==> src/rtl/seq_pkg.sv <==
// Shared types and constants for the sequence detector slice.
// Holds the serializer FSM encoding and the idle line level.
package seq_pkg;

  typedef enum logic [0:0] {
    IDLE  = 1'b0,
    SHIFT = 1'b1
  } seq_ser_state_t;

  localparam logic SEQ_IDLE_BIT = 1'b0;

  function automatic int unsigned seq_cnt_w(
    input int unsigned width
  );
    return (width < 2) ? 1 : $clog2(width);
  endfunction

endpackage

==> src/rtl/seq_word_buffer.sv <==
// One-word hold slot in front of the serializer shifter.
// A slot freed by a load can be refilled on the same edge.
module seq_word_buffer
  import seq_pkg::*;
#(
  parameter int unsigned WIDTH = 8
) (
  input  logic             clk,
  input  logic             reset,
  input  logic [WIDTH-1:0] in_data,
  input  logic             in_valid,
  input  logic             load,
  output logic             in_ready,
  output logic [WIDTH-1:0] hold_data,
  output logic             hold_valid
);

  logic [WIDTH-1:0] hold_q;
  logic [WIDTH-1:0] hold_d;
  logic             hold_valid_q;
  logic             hold_valid_d;
  logic             accept;

  assign in_ready   = !hold_valid_q || load;
  assign accept     = in_valid && in_ready;
  assign hold_data  = hold_q;
  assign hold_valid = hold_valid_q;

  // Next slot contents: a refill wins over the load that empties it.
  always_comb begin
    hold_d       = hold_q;
    hold_valid_d = hold_valid_q;
    if (accept) begin
      hold_d       = in_data;
      hold_valid_d = 1'b1;
    end else if (load) begin
      hold_valid_d = 1'b0;
    end
  end

  // Slot registers; reset discards any held word.
  always_ff @(posedge clk or negedge reset) begin
    if (!reset) begin
      hold_q       <= '0;
      hold_valid_q <= 1'b0;
    end else begin
      hold_q       <= hold_d;
      hold_valid_q <= hold_valid_d;
    end
  end

endmodule

==> src/rtl/seq_bit_serializer.sv <==
// Parallel-to-serial feeder for the Moore sequence detectors.
// Words stream back to back through a one-word hold buffer.
module seq_bit_serializer
  import seq_pkg::*;
#(
  parameter int unsigned WIDTH     = 8,
  parameter bit          MSB_FIRST = 1'b1,
  parameter logic        IDLE_BIT  = SEQ_IDLE_BIT
) (
  input  logic             clk,
  input  logic             reset,
  input  logic [WIDTH-1:0] in_data,
  input  logic             in_valid,
  output logic             in_ready,
  output logic             inp,
  output logic             bit_valid,
  output logic             last_bit,
  output logic             busy
);

  localparam int unsigned CW = seq_cnt_w(WIDTH);
  localparam logic [CW-1:0] LAST = CW'(WIDTH - 1);

  seq_ser_state_t   state_q;
  seq_ser_state_t   state_d;
  logic [WIDTH-1:0] shift_q;
  logic [WIDTH-1:0] shift_d;
  logic [CW-1:0]    bit_cnt_q;
  logic [CW-1:0]    bit_cnt_d;
  logic             inp_q;
  logic             inp_d;
  logic             bit_valid_q;
  logic             bit_valid_d;
  logic             last_bit_q;
  logic             last_bit_d;

  logic [WIDTH-1:0] hold_data;
  logic             hold_valid;
  logic             load;

  function automatic logic head_of(
    input logic [WIDTH-1:0] v
  );
    return MSB_FIRST ? v[WIDTH-1] : v[0];
  endfunction

  function automatic logic [WIDTH-1:0] adv(
    input logic [WIDTH-1:0] v
  );
    if (MSB_FIRST)
      return {v[WIDTH-2:0], 1'b0};
    else
      return {1'b0, v[WIDTH-1:1]};
  endfunction

  assign load = hold_valid
             && (state_q == IDLE || last_bit_q);

  seq_word_buffer #(
    .WIDTH (WIDTH)
  ) u_buf (
    .clk        (clk),
    .reset      (reset),
    .in_data    (in_data),
    .in_valid   (in_valid),
    .load       (load),
    .in_ready   (in_ready),
    .hold_data  (hold_data),
    .hold_valid (hold_valid)
  );

  // Shifter, counter and FSM next state.
  always_comb begin
    state_d   = state_q;
    shift_d   = shift_q;
    bit_cnt_d = bit_cnt_q;
    if (load) begin
      shift_d   = hold_data;
      bit_cnt_d = '0;
      state_d   = SHIFT;
    end else if (state_q == SHIFT) begin
      if (bit_cnt_q == LAST) begin
        bit_cnt_d = '0;
        state_d   = IDLE;
      end else begin
        shift_d   = adv(shift_q);
        bit_cnt_d = bit_cnt_q + CW'(1);
      end
    end
  end

  // Registered serial outputs track the next shifter head.
  always_comb begin
    inp_d       = IDLE_BIT;
    bit_valid_d = 1'b0;
    last_bit_d  = 1'b0;
    if (state_d == SHIFT) begin
      inp_d       = head_of(shift_d);
      bit_valid_d = 1'b1;
      last_bit_d  = (bit_cnt_d == LAST);
    end
  end

  // State and output registers, cleared asynchronously.
  always_ff @(posedge clk or negedge reset) begin
    if (!reset) begin
      state_q     <= IDLE;
      shift_q     <= '0;
      bit_cnt_q   <= '0;
      inp_q       <= IDLE_BIT;
      bit_valid_q <= 1'b0;
      last_bit_q  <= 1'b0;
    end else begin
      state_q     <= state_d;
      shift_q     <= shift_d;
      bit_cnt_q   <= bit_cnt_d;
      inp_q       <= inp_d;
      bit_valid_q <= bit_valid_d;
      last_bit_q  <= last_bit_d;
    end
  end

  assign inp       = inp_q;
  assign bit_valid = bit_valid_q;
  assign last_bit  = last_bit_q;
  assign busy      = (state_q == SHIFT) || hold_valid;

endmodule

==> config.mk <==
export PLATFORM = sky130hd
export DESIGN_NAME = seq_bit_serializer
export DESIGN_NICKNAME = d
export VERILOG_FILES = /design/src/rtl/seq_pkg.sv /design/src/rtl/seq_word_buffer.sv /design/src/rtl/seq_bit_serializer.sv
export SDC_FILE = /design/constraint.sdc
export NUM_CORES = 1
export LEC_CHECK = 0
export ABC_AREA = 0
export CORE_UTILIZATION = 52
export DETAILED_ROUTE_END_ITERATION = 8
export PLACE_DENSITY = 0.85
export SLEW_MARGIN = 20
export SYNTH_ARGS = -nofsm -noshare
export SYNTH_HDL_FRONTEND = slang
export SYNTH_HIERARCHICAL = 1
export SYNTH_SLANG_ARGS = --single-unit
==> constraint.sdc <==
create_clock -name clk -period 2.3 [get_ports clk]
set_input_delay 0.345 -clock clk [delete_from_list [all_inputs] [get_ports clk]]
set_output_delay 0.345 -clock clk [all_outputs]
set_load 0.01 [all_outputs]
Word-level counts from Yosys, hierarchy flattened
Cells that the tools add are included.
- register bits after elaboration: 24
- bits of input ports: 11
- output and inout port bits: 5
- logic and storage cells: 37
- $add $sub $neg: 1
- eq/ne operators: 3
- mux-type cells: 14
- bitwise logic cells: 1
- reductions and logical operators: 9
- operator list (kind ; number):
    8-bit 2-to-1 mux ; 3
    3-bit 2-to-1 mux ; 3
    1-bit 2-to-1 mux ; 8
    3-bit == test, second input constant ; 2
    2-bit nonzero test ; 2
    3-bit by 1-bit adder with 3-bit output, second input constant ; 1
    1-bit logical OR ; 3
    1-bit logical AND ; 2
    2-bit by 1-bit != test with 1-bit output, second input constant ; 1
    2-bit AND reduction ; 1
    1-bit logical NOT ; 1
    1-bit NOT ; 1

Logic depth before layout (Yosys ltp)
Gate-level depths: netlist (run 1).
- word-level depth: 6
- gate-level depth with buffers: 6
- mapped depth without buffers: 6

By module
Netlist (run 1), hierarchy kept.
- modules (own cells, without submodules) (module ; instances ; cells each ; area each (µm²) ; sequential area each (µm²)):
    seq_bit_serializer ; 1 ; 49 ; 676.9 ; 325.3
    seq_word_buffer ; 1 ; 20 ; 385.4 ; 225.2

Worst setup path before layout (run 1)
OpenSTA, ideal clock, no wires.
- path type: reg2reg
- start point: reg, netlist name bit_valid
- end point: reg u_buf.hold_q[0], in the netlist u_buf/hold_data[0]
- library setup time: 125 ps
- arrival: 1575 ps
- path slack: 600 ps
- cell stages (with the launch flop): 7
- path buffers: 0
- period minus slack after synthesis: 1700 ps
- cell sequence: dfrtp_1 inv_2 o21ai_4 inv_2 nand2b_4 nand2_8 mux2_4
- RTL lines (item ; RTL line ; text):
    to (signal assigned) ; seq_word_buffer.sv:47 ; hold_q <= hold_d;
    to (decl) ; seq_word_buffer.sv:18 ; logic [WIDTH-1:0] hold_q;

==> results of run 1 <==
worst min-delay path by stage:
stage | from | endpoint | depth (start not counted)
5_1_grt | reset | bit_cnt_q[2]$_DFF_PN0_ | 2
6_report | reset | u_buf/hold_valid$_DFFE_PN0P_ | 2
3_3_place_gp | u_buf/hold_data[2]$_DFFE_PN0P_ | u_buf/hold_data[2]$_DFFE_PN0P_ | 1
2_1_floorplan | reset | bit_cnt_q[0]$_DFF_PN0_ | 0
3_5_place_dp | u_buf/hold_data[0]$_DFFE_PN0P_ | u_buf/hold_data[0]$_DFFE_PN0P_ | 1
4_1_cts | reset | u_buf/hold_valid$_DFFE_PN0P_ | 2
Yosys cell counts:
cell type  number  share of area
a32o_1          1         0.0094
and4b_2         1          0.011
buf_6           1          0.011
dfrtp_1        22           0.52
ha_1            2          0.024
inv_1           1         0.0035
inv_2           2         0.0071
mux2_2          2          0.021
mux2_4         18           0.25
mux2i_1         2          0.019
nand2_1         4          0.014
nand2_8         1          0.019
nand2b_1        1         0.0059
nand2b_2        1         0.0082
nand2b_4        1          0.013
nor2_1          3          0.011
nor2b_4         1          0.013
o211ai_1        2          0.014
o21ai_0         2         0.0094
o21ai_4         1          0.015
registers in the layout, indices dropped and copies added, names as in the netlist:
name,cells
u_buf/hold_data,8
shift_q,7
bit_cnt_q,3
bit_valid,1
inp,1
last_bit,1
u_buf/hold_valid,1
routing by layer:
| metal | vias up | share of wire | global-route usage |
|---|---|---|---|
| li1 | 284 | - | - |
| met1 | 311 | 0.46 | 0.303 |
| met2 | 20 | 0.50 | 0.314 |
| met3 | 4 | 0.024 | 0.0115 |
| met4 | 0 | 0.0097 | 0.0686 |
| met5 | - | 0 | 0 |
layout make-up:
cell class | count | area [sq um]
flip-flops and latches | 22 | 551
fillers | 125 | 537
multi-input cells | 43 | 489
repair buffers | 17 | 165
clock buffers | 4 | 36.3
well taps | 25 | 31.3
inverters | 3 | 11.3
metrics by stage:
| stage | hold slack (ns) | area, sq um | worst slack, ns | cells | utilization |
|---|---|---|---|---|---|
| 6_report | 0.386 | 1280 | 0.0982 | 114 | 0.705 |
| 5_1_grt | 0.423 | 1280 | 0.0290 | 114 | 0.705 |
| 2_1_floorplan | 0.0494 | 1060 | 0.600 | 69 | - |
| 3_5_place_dp | 0.496 | 1250 | 0.465 | 110 | 0.685 |
| 3_3_place_gp | 0.497 | 1250 | 0.473 | 110 | 0.685 |
| 4_1_cts | 0.404 | 1280 | 0.102 | 114 | 0.705 |
worst max-delay path, stage by stage, from the launching register on:
cell             delay (ns)
dfrtp_1                0.52
inv_2                  0.11
o21ai_4                0.17
inv_2                  0.08
nand2b_4               0.18
clkdlybuf4s50_1        0.49
cells by family after synthesis:
logic type | after synthesis
muxes | 22
DFF | 22
and+or+nand+nor | 13
AOI/OAI and AO/OA | 6
buffers and inverters | 4
adders and majority gates | 2
power breakdown:
group | switching [uW] | internal, uW | leakage (uW)
logic | 357 | 592 | 0.000342
clock network | 116 | 96.6 | 0.0000210
registers | 146 | 572 | 0.000266
total | 618 | 1260 | 0.000629
==> results by group, run 1 <==
Critical path
  – Required @ worst endpoint: 1.96 ns
  – Crit Path Category: reg -> out
  – Launch point of the worst path: bit_valid$_DFF_PN0_
  – R2R Setup Slk: 0.49 ns
  – R2r endpoint: shift_q[5]$_DFFE_PN0P_
  – Critical Path End Type: output pin
  – Crit Reg-Reg Startpoint: bit_cnt_q[0]$_DFF_PN0_
  – End of the critical path: in_ready
  – Crit path DAT: 1.86 ns
  – CP Launch Type: flop
  – CP Max Fanout: 7
  – Reg2reg path depth: 5

Detailed routing
  – Pre-antenna DRT Iters: 4
  – DRC: 0
  – Post-route ant nets: 0
  – Starting DRT DRC Count: 9
  – Total vias in the final route: 619
  – Wire per inst: 16.2 um
  – Drt via density: 5.43
  – Routed wire length: 1850 um

GRT
  – Initial antenna violation count: 0
  – Largest net degree at the start of global routing: 23
  – GRT overflow: 0
  – First-pass GRT wire length: 2990 um
  – Vias in the first global route: 598
  – Global-route usage over all layers: 0.202

Synth
  – Post-synthesis mux area share: 0.294
  – Cell count after synthesis: 69
  – Syn avg cell area: 15.4 sq um
  – Adder-cell share of the synthesized area: 0.0236
  – XOR/XNOR share of the synthesized area: 0
  – Total nets after synthesis: 82
  – Ys Warns: 6
  – Post-Synthesis Cell Area: 1060 sq um
  – Simple-Gate Fraction of Synth Area: 0.0942
  – Sequential-to-total area share from yosys stat: 0.518
  – Compound-Gate Fraction of Synth Area: 0.0483
  – Synth cell types: 20
  – Seq cells post-synth: 22
  – Largest family of logic cells by synthesized area: multiplexers

Cells and area
  – Area Overhead vs Synth: 20.8%
  – ANT cells: 0
  – Nets: 103
  – Commonest non-fill, non-tap cell in the layout: dfrtp_1
  – Layout cells sized above 1: 0.382
  – Commonest non-fill, non-tap cells in the layout: dfrtp_1 (22), mux2_4 (18), clkdlybuf4s50_1 (15)

Floorplan
  – Chip height: 47.2 um
  – Die area: 2230 sq um
  – Die Width: 47.2 um
  – Ports: 16
  – Row count: 15
  – Starting density of the core: 0.584
  – Core region area: 1820 sq um

STA
  – RSZ-0062 raised after global routing: no
  – Period minus WS final: 2.20 ns
  – # setup viols final: 0
  – Final Cycle Share: 0.957
  – Setup TNS: 0 ns
  – Final Slew Violations: 0
  – Max Clock Skew: 0.00143 ns
  – Least-Margin Pin Slew: 0.300 ns
  – Final Hold Vio Count: 0
  – Max transition margin: 0.800
  – Fmax: 454 MHz

Clock tree
  – Hold_buf cts: 0
  – Post-cts sizing count: 0
  – Total CTS buffers: 3
  – CTS tree: done
  – Clock-pin slew on the worst setup and hold paths: 0.12 ns
  – CTS Root Cell: clkbuf_4
  – Clock insertion delay at the later pin of the skew report: 0.30 ns
  – # H-tree levels: 1
  – Setup Fix Bufs, Post-CTS: 0
  – Clk sinks: 22
  – Clk buf depth: 2

Pwr
  – Overall power: 1880 uW
  – Worst VDD drop: 979 uV
  – Leak: 0.000629 uW
  – PwrDens: 1460 nW/um^2

Placed design
  – Placed wire-length estimate: 1390 um
  – GPL Wtd Cong: 0.721
  – I/O Buffers: 15

Status
  – Status: finished, final reports clean

Run
  – MaxCap Viol Count: 0

Min path
  – Hold Crit Class: in -> async
Power figures use the tool's default switching activity.
==> run 2: changes to the inputs <==
- SLEW_MARGIN: 20 -> not set
==> results of run 2 <==
Final layout, timing and power as in run 1 (identical DEF).
